**src/rtl/regfile_pkg.sv**
```systemverilog
// rtl/regfile_pkg.sv - shared defaults and byte-strobe merge helper for the register file
package regfile_pkg;

   localparam int XLEN_DEFAULT = 32;
   localparam int NREG_DEFAULT = 32;

   // One strobe bit selects between the stored byte and the incoming byte.
   function automatic logic [7:0] strb_merge(input logic [7:0] old_byte,
                                             input logic [7:0] new_byte,
                                             input logic       strb);
      return strb ? new_byte : old_byte;
   endfunction

endpackage

```
**src/rtl/regfile_scoreboard.sv**
```systemverilog
// rtl/regfile_scoreboard.sv - pending-producer busy vector, operand stalls and busy popcount
module regfile_scoreboard
   import regfile_pkg::*;
#(
   parameter  int NREG = NREG_DEFAULT,
   parameter  int SW   = XLEN_DEFAULT / 8,
   localparam int AW   = $clog2(NREG)
) (
   input  logic          clk,
   input  logic          reset,
   input  logic [AW-1:0] rs1,
   input  logic [AW-1:0] rs2,
   input  logic          wea,
   input  logic [AW-1:0] rda,
   input  logic [SW-1:0] wstrba,
   input  logic          web,
   input  logic [AW-1:0] rdb,
   input  logic [SW-1:0] wstrbb,
   input  logic          iss_valid,
   input  logic [AW-1:0] iss_rd,
   output logic          stall1,
   output logic          stall2,
   output logic [AW:0]   busy_cnt
);

   logic [NREG-1:0] busy;
   logic [NREG-1:0] busy_next;
   logic [AW:0]     cnt_next;
   logic            wr_a;
   logic            wr_b;

   // A write with an all-zero strobe changes nothing, so it resolves nothing either.
   assign wr_a = wea && (|wstrba);
   assign wr_b = web && (|wstrbb);

   always_comb begin
      busy_next = busy;
      if (wr_a) busy_next[rda] = 1'b0;
      if (wr_b) busy_next[rdb] = 1'b0;
      // A new issue supersedes any producer completing on the same edge.
      if (iss_valid && (iss_rd != '0)) busy_next[iss_rd] = 1'b1;
      cnt_next = '0;
      for (int i = 0; i < NREG; i++) begin
         cnt_next = cnt_next + (AW+1)'(busy_next[i]);
      end
   end

   always_ff @(posedge clk or posedge reset) begin
      if (reset) begin
         busy     <= '0;
         busy_cnt <= '0;
      end else begin
         busy     <= busy_next;
         busy_cnt <= cnt_next;
      end
   end

   // busy[0] is never set, so x0 reads never stall.
   assign stall1 = !reset && busy[rs1] && !(wr_a && (rda == rs1)) && !(wr_b && (rdb == rs1));
   assign stall2 = !reset && busy[rs2] && !(wr_a && (rda == rs2)) && !(wr_b && (rdb == rs2));

endmodule

```
**src/rtl/regfile_sb.sv**
```systemverilog
// rtl/regfile_sb.sv - dual-write byte-strobed register file with write-first reads and scoreboard
module regfile_sb
   import regfile_pkg::*;
#(
   parameter  int XLEN = XLEN_DEFAULT,
   parameter  int NREG = NREG_DEFAULT,
   localparam int AW   = $clog2(NREG),
   localparam int SW   = XLEN / 8
) (
   input  logic            clk,
   input  logic            reset,
   input  logic [AW-1:0]   rs1,
   input  logic [AW-1:0]   rs2,
   output logic [XLEN-1:0] rv1,
   output logic [XLEN-1:0] rv2,
   input  logic            wea,
   input  logic [AW-1:0]   rda,
   input  logic [SW-1:0]   wstrba,
   input  logic [XLEN-1:0] wdataa,
   input  logic            web,
   input  logic [AW-1:0]   rdb,
   input  logic [SW-1:0]   wstrbb,
   input  logic [XLEN-1:0] wdatab,
   input  logic            iss_valid,
   input  logic [AW-1:0]   iss_rd,
   output logic            stall1,
   output logic            stall2,
   input  logic [AW-1:0]   dbg_addr,
   output logic [XLEN-1:0] dbg_data,
   output logic [AW:0]     busy_cnt
);

   logic [XLEN-1:0] regs      [NREG];
   logic [XLEN-1:0] regs_next [NREG];

   function automatic logic [XLEN-1:0] merge_word(input logic [XLEN-1:0] old_w,
                                                  input logic [XLEN-1:0] new_w,
                                                  input logic [SW-1:0]   strb);
      logic [XLEN-1:0] w;
      for (int b = 0; b < SW; b++) begin
         w[8*b +: 8] = strb_merge(old_w[8*b +: 8], new_w[8*b +: 8], strb[b]);
      end
      return w;
   endfunction

   // Port B is merged after port A so its strobed bytes win on a shared target.
   always_comb begin
      for (int i = 0; i < NREG; i++) begin
         regs_next[i] = regs[i];
         if (i != 0) begin
            if (wea && (rda == AW'(i))) regs_next[i] = merge_word(regs_next[i], wdataa, wstrba);
            if (web && (rdb == AW'(i))) regs_next[i] = merge_word(regs_next[i], wdatab, wstrbb);
         end
      end
      regs_next[0] = '0;
   end

   always_comb begin
      rv1 = '0;
      if (!reset && (rs1 != '0)) begin
         rv1 = regs[rs1];
         if (wea && (rda == rs1)) rv1 = merge_word(rv1, wdataa, wstrba);
         if (web && (rdb == rs1)) rv1 = merge_word(rv1, wdatab, wstrbb);
      end
   end

   always_comb begin
      rv2 = '0;
      if (!reset && (rs2 != '0)) begin
         rv2 = regs[rs2];
         if (wea && (rda == rs2)) rv2 = merge_word(rv2, wdataa, wstrba);
         if (web && (rdb == rs2)) rv2 = merge_word(rv2, wdatab, wstrbb);
      end
   end

   always_ff @(posedge clk or posedge reset) begin
      if (reset) begin
         for (int i = 0; i < NREG; i++) regs[i] <= '0;
         dbg_data <= '0;
      end else begin
         for (int i = 0; i < NREG; i++) regs[i] <= regs_next[i];
         // Debug readout samples the pre-edge stored value.
         dbg_data <= regs[dbg_addr];
      end
   end

   regfile_scoreboard #(
      .NREG (NREG),
      .SW   (SW)
   ) u_scoreboard (
      .clk       (clk),
      .reset     (reset),
      .rs1       (rs1),
      .rs2       (rs2),
      .wea       (wea),
      .rda       (rda),
      .wstrba    (wstrba),
      .web       (web),
      .rdb       (rdb),
      .wstrbb    (wstrbb),
      .iss_valid (iss_valid),
      .iss_rd    (iss_rd),
      .stall1    (stall1),
      .stall2    (stall2),
      .busy_cnt  (busy_cnt)
   );

endmodule

```
**config.mk**
```make
export PLATFORM = sky130hd
export DESIGN_NAME = regfile_sb
export DESIGN_NICKNAME = d
export VERILOG_FILES = /design/src/rtl/regfile_pkg.sv /design/src/rtl/regfile_scoreboard.sv /design/src/rtl/regfile_sb.sv
export SDC_FILE = /design/constraint.sdc
export NUM_CORES = 2
export LEC_CHECK = 0
export CORE_MARGIN = 1
export CORE_UTILIZATION = 45
export DETAILED_ROUTE_END_ITERATION = 8
export SETUP_SLACK_MARGIN = 0.2
export SLEW_MARGIN = 20
export SYNTH_ARGS = -nofsm -noshare
export SYNTH_HDL_FRONTEND = slang
export SYNTH_SLANG_ARGS = --single-unit
```
**constraint.sdc**
```tcl
create_clock -name clk -period 118.4 [get_ports clk]
set_clock_uncertainty 0.1 [all_clocks]
set_input_delay 23.68 -clock clk [delete_from_list [all_inputs] [get_ports clk]]
set_output_delay 23.68 -clock clk [all_outputs]
set_load 0.03 [all_outputs]
```
Word level (Yosys, flattened, before mapping)
Index checks and enable logic that the tools add are counted.
Cells by class
  add/subtract/negate cells: 31
  $lt $le $gt $ge: 11
  eq/ne operators: 66
  multiplexer cells: 354
  bitwise gates (word level): 8
  reduce and logical (&&, ||, !) cells: 94
Operators with widths (count)
  32-bit 2-to-1 mux: 77
  8-bit 2-to-1 mux: 264
  32-bit binary-select mux with 5-bit select: 3
  6-bit by 1-bit adder with 6-bit output: 30
  5-bit == test (second input constant): 32
  1-bit logical AND: 84
  5-bit by 4-bit == test with 1-bit output (second input constant): 16
  32-bit AND: 2
  32-bit inverter: 2
  5-bit by 3-bit == test with 1-bit output (second input constant): 8
  32-bit OR: 1
  5-bit by 6-bit less-than comparator with 1-bit output (second input constant): 5
  5-bit by 2-bit == test with 1-bit output (second input constant): 4
  5-bit == test: 4
  6-bit greater-or-equal comparator (second input constant): 3
  5-bit inverter with 6-bit output: 3
  1-bit demux with 5-bit select: 3
  5-bit by 1-bit greater-or-equal comparator with 1-bit output (second input constant): 3
  5-bit nonzero test: 3
  1-bit binary-select mux with 5-bit select: 2
  5-bit by 1-bit == test with 1-bit output (second input constant): 2
  4-bit OR reduction: 2
  1-bit zero test: 5
  1-bit 2-to-1 mux: 5
  1-bit by 1-bit adder with 2-bit output: 1
Storage, ports and cells
  flip-flop bits (word level): 1062
  input port bits: 107

Logic depth before layout (Yosys ltp)
  depth after elaboration: 42
  depth in mapped cells: 24
  gate-level depth less buffers: 22

Hierarchy
From an unflattened synthesis, not the netlist that was laid out.
Unflattened totals
  cell total of the unflattened synthesis: 7656
  area, all modules: 76836.2 um^2
By module, submodules not included
  regfile_sb: instances 1, cells each 7303, area each 73256.5 um^2, sequential area each 25624.6 um^2
  regfile_scoreboard: instances 1, cells each 353, area each 3579.7 um^2, sequential area each 950.9 um^2

Worst setup path before layout
Ideal clock, no wire load.
  kind: input to output
  start point: input port reset
  end point: output port rv2[0]
  arrival time: 50.936 ns
  setup slack: 43.684 ns
  cell stages on the path: 5
  buffers on the path: 0
  cell sequence: inv_1 nand2_1 a21oi_1 o21ai_0 o21ai_0
Between the ends
  longest elaborated chain between the ends: 3
Ends and longest elaborated chain
  from (decl): line regfile_sb.sv:11  | input logic reset,
  1-bit zero test (no source line)
  1-bit logical AND: line regfile_sb.sv:69  | if (!reset && (rs2 != '0)) begin
  32-bit 2-to-1 mux: line regfile_sb.sv:69
  to (decl): line regfile_sb.sv:15  | output logic [XLEN-1:0] rv2,
No other way between the ends.

Worst setup path after layout
  start point: input port rs2[2]
  end point: output port rv2[20]
Between the ends
  longest elaborated chain between the ends: 9
  elaborated cells on any way between the ends: 15
  those cells by class: eq/ne: 2; mux: 8; bitwise: 1; reduce/logical: 4
Ends and longest elaborated chain
  from (decl): line regfile_sb.sv:13  | input logic [AW-1:0] rs2,
  5-bit inverter with 6-bit output (not written as such): line regfile_sb.sv:70  | rv2 = regs[rs2];
  32-bit binary-select mux with 5-bit select: line regfile_sb.sv:70
  32-bit 2-to-1 mux (not written as such) (2 in series): line regfile_sb.sv:70
  8-bit 2-to-1 mux: line regfile_pkg.sv:11  | return strb ? new_byte : old_byte;
  32-bit 2-to-1 mux: line regfile_sb.sv:71  | if (wea && (rda == rs2)) rv2 = merge_word(rv2, wdataa, wstrba);
  8-bit 2-to-1 mux: line regfile_pkg.sv:11
  32-bit 2-to-1 mux: line regfile_sb.sv:72  | if (web && (rdb == rs2)) rv2 = merge_word(rv2, wdatab, wstrbb);
  32-bit 2-to-1 mux (*): line regfile_sb.sv:69
Every way passes the cells marked *; elsewhere a longest branch is shown, timed or not. The select of a mux whose other input is x is not followed.

==> metrics.md <==
| Metric | Value |
|---|---|
| Status | `finished clean` |
| Die Width | `414 um` |
| Grt total ovfl | `0` |
| Final min period | `52.54 ns` |
| PwrDens | `18.5 nW/um2` |
| Post-synthesis cell count | `7363` |
| Worst hold path class | `flip-flop to flip-flop` |
| Crit-path cells | `clkbuf_8 > buf_4 > buf_4 > nor2b_1 > a221oi_1 > a22oi_1 > a21boi_0 > a32oi_1 > o21ai_0 > clkdlybuf4s50_1` |
| Buffers plus inverters on the worst setup path | `4` |
| Initial antenna violation count | `42` |
| Reg2reg end | `u_scoreboard.busy_cnt[4]$_DFF_PP0_` |
| # hold bufs at CTS | `0` |
| PostCTS Resize Cnt | `0` |
| Nature of the critical path endpoint | `output pin` |
| Final nets | `7283` |
| DRT Pass-1 Iters | `9` |
| All-Layer GR Usage | `37.9%` |
| Pin count of the biggest net entering global routing | `164` |
| Total CTS buffers | `133` |
| RSZ-0062 raised after global routing | `no` |
| Mapped cell area | `76400 um2` |
| Distinct cells, synth | `71` |
| CP Max Fanout | `50` |
| First-pass GRT wire length | `472 mm` |
| Overall Power | `1560 uW` |
| RePlAce Congestion | `0.994` |
| Reg2Reg Setup Slack | `112.67 ns` |
| Layout area overhead | `10.3%` |
| Fmax | `0.0190 GHz` |
| Via-to-Cell Ratio | `7.02` |
| Worst-Margin Slew | `1.30 ns` |
| Synth Area in Adders | `0.760%` |
| EDFF count, synth | `0` |
| Setup TNS | `0 ns` |
| Post-synthesis compound-gate area fraction | `12.5%` |
| Ports | `211` |
| Fraction of registers with async set/reset | `100%` |
| Rel. slew slack | `13.0%` |
| CTS tree | `done` |
| CP delay by family, top | `buffers and inverters` |
| XOR/XNOR Fraction of Synth Area | `0.264%` |
| Slowest CP cell | `nor2b_1` |
| # setup viols final | `0` |
| Worst skew pair latency | `0.83 ns` |
| Crit path DAT | `28.76 ns` |
| Post-CTS Setup Inserts | `0` |
| Critical path data required time | `94.62 ns` |
| Site Rows | `150` |
| Number of global-route vias before repair | `62300` |
| Post-route ant nets | `0` |
| Drt total wl | `332 mm` |
| Post-synthesis sequential area ratio | `34.8%` |
| Starting DRT DRC Count | `11100` |
| Mapped Nets | `7502` |
| Peak supply drop | `0.0000657 V` |
| R2r worst-path depth | `18` |
| Worst Hold Endpoint | `u_scoreboard.busy[31]$_DFF_PP0_` |
| Clock Path Buffers | `3` |
| DRC Markers | `0` |
| Fin. max-slew vios | `0` |
| Synth Area per Inst | `10.4 um2` |
| Most used flip-flop cell after synthesis | `dfrtp_1` |
| R2r startpoint | `u_scoreboard.busy[1]$_DFF_PP0_` |
| Mux cell area share after synthesis | `37.5%` |
| Main combinational cell family by area after synthesis | `multiplexers` |
| Total number of vias | `66600` |
| Die area | `171000 um2` |
| Period utilization | `44.4%` |
| Clk sink count | `1062` |
| Hold depth | `2` |
| Cell leakage power | `0.0403 uW` |
| Most used cell, CP | `buf_4` |
| Register bit total from synthesis | `1062` |
| Fillers | `15000` |
| Delay of the slowest critical-path stage | `0.84 ns` |
| Simple-gate share of the synthesized area | `9.56%` |
| CTS Root Cell | `clkbuf_16` |
| Share of layout cells above drive strength 1 | `17.9%` |
| Crit start category | `input port` |
| Core ar. | `168000 um2` |
| Hold Violations, Final | `0` |
| Max cap viols | `0` |
| Ys Warns | `0` |
| Post-DP HPWL | `221 mm` |
| DR WL/cell | `35.0 um` |
| Kind of critical path | `input port to output pin` |
| Initial Util | `45.5%` |
| PortBufs | `210` |
| Min-delay src | `u_scoreboard.busy[31]$_DFF_PP0_` |
| Die Y | `414 um` |
| Clk slew on worst S/H paths | `0.06 ns` |
| H-tree Lvls | `4` |
worst min-delay path: stages (launching register included):
cell and delay (ns):
dfrtp_1 0.39, nand2_1 0.07, o22ai_1 0.10
stage by stage:
stage	util [%]	hold slack [ns]	std cells	cell area (um2)	setup slack (ns)
4_1_cts	50.1	0.502	9457	84200	66.19
3_5_place_dp	47.3	0.493	9213	79500	66.20
3_3_place_gp	47.3	0.492	9213	79500	65.98
2_1_floorplan	-	0.432	7363	76400	43.68
6_report	50.2	0.513	9491	84300	65.86
5_1_grt	50.2	0.525	9471	84300	65.94
sequential cells by signal, indices dropped and copies added (netlist names):
name                   cells
u_scoreboard.busy_cnt      6
dbg_data                  32
u_scoreboard.busy         32
regs                     992
how the worst max path moves through the flow:
stage                start       to  depth (start not counted)
floorplan            reset   rv2[0]                          5
global placement    rs1[1]  rv1[10]                          9
detailed placement  rs1[1]   rv1[9]                          9
CTS                 rs1[1]   rv1[9]                          9
global route        rs2[2]  rv2[17]                         10
finish              rs2[2]  rv2[20]                         10
area by class of cell:
class,count,area [um2],area share (%)
Multi-Input combinational cell,5501,46500,55.2
Sequential cell,1062,26600,31.5
Clock buffer,198,3940,4.68
Timing Repair Buffer,395,3520,4.17
Tap cell,2204,2760,3.27
Clock inverter,46,724,0.859
Inverter,51,199,0.236
Antenna cell,34,85.1,0.101
Yosys cell counts (all sizes together) (9+ instances only):
master / count / share of area [%]
mux2i: 1288 / 17
dfrtp: 1062 / 35
nor2: 1059 / 5.2
a21oi: 1000 / 6.5
mux4: 614 / 18
clkbuf: 462 / 2.3
nand2: 438 / 2.3
buf: 287 / 2.1
mux2: 173 / 2.5
o21ai: 135 / 0.88
a221oi: 92 / 1.1
a22oi: 81 / 0.80
nand3: 73 / 0.48
a22o: 64 / 0.73
inv: 51 / 0.25
o22ai: 48 / 0.39
nor3: 36 / 0.26
nor2b: 35 / 0.29
o211ai: 29 / 0.28
a221o: 27 / 0.35
nand4: 26 / 0.21
a31oi: 25 / 0.20
fa: 24 / 0.63
o21a: 23 / 0.23
a211oi: 22 / 0.22
and2: 17 / 0.14
nand2b: 17 / 0.14
xnor2: 15 / 0.17
nand3b: 14 / 0.14
nor3b: 11 / 0.11
o221ai: 11 / 0.13
a2111oi: 9 / 0.10
layout by cell type, fill, tap and decap left out, types with 73 or more instances in the layout:
cell type | Yosys | routed
mux2i_1 | 1288 | 1288
dfrtp_1 | 1062 | 1062
nor2_1 | 1059 | 1034
a21oi_1 | 1000 | 999
mux4_2 | 614 | 614
nand2_1 | 406 | 406
clkdlybuf4s50_1 | 0 | 191
buf_4 | 76 | 183
mux2_2 | 173 | 173
clkbuf_16 | 0 | 133
o21ai_0 | 129 | 129
a221oi_1 | 92 | 92
a22oi_1 | 81 | 81
nand3_1 | 73 | 73
metal layers:
metal	wire (um)	share of wire, %	track usage, %
met3	45000	14	14.1
met2	140000	42	53.5
met5	368	0.11	0.111
met1	124000	37	49.3
met4	23200	7.0	23.1
report_power, final:
| group | leakage (uW) | internal (uW) | switching, uW |
|---|---|---|---|
| Combinational | 0.0249 | 273 | 275 |
| Clock | 0.00229 | 261 | 180 |
| Sequential | 0.0131 | 462 | 107 |
cells by family after synthesis:
group                    count (synthesis)
multiplexers                          2075
AND/OR/NAND/NOR                       1761
AO/OA/AOI/OAI                         1610
flip-flops                            1062
buffers and inverters                  800
adder cells (fa/ha/maj)                 32
XOR/XNOR                                23
Power figures use the tool's default switching activity.
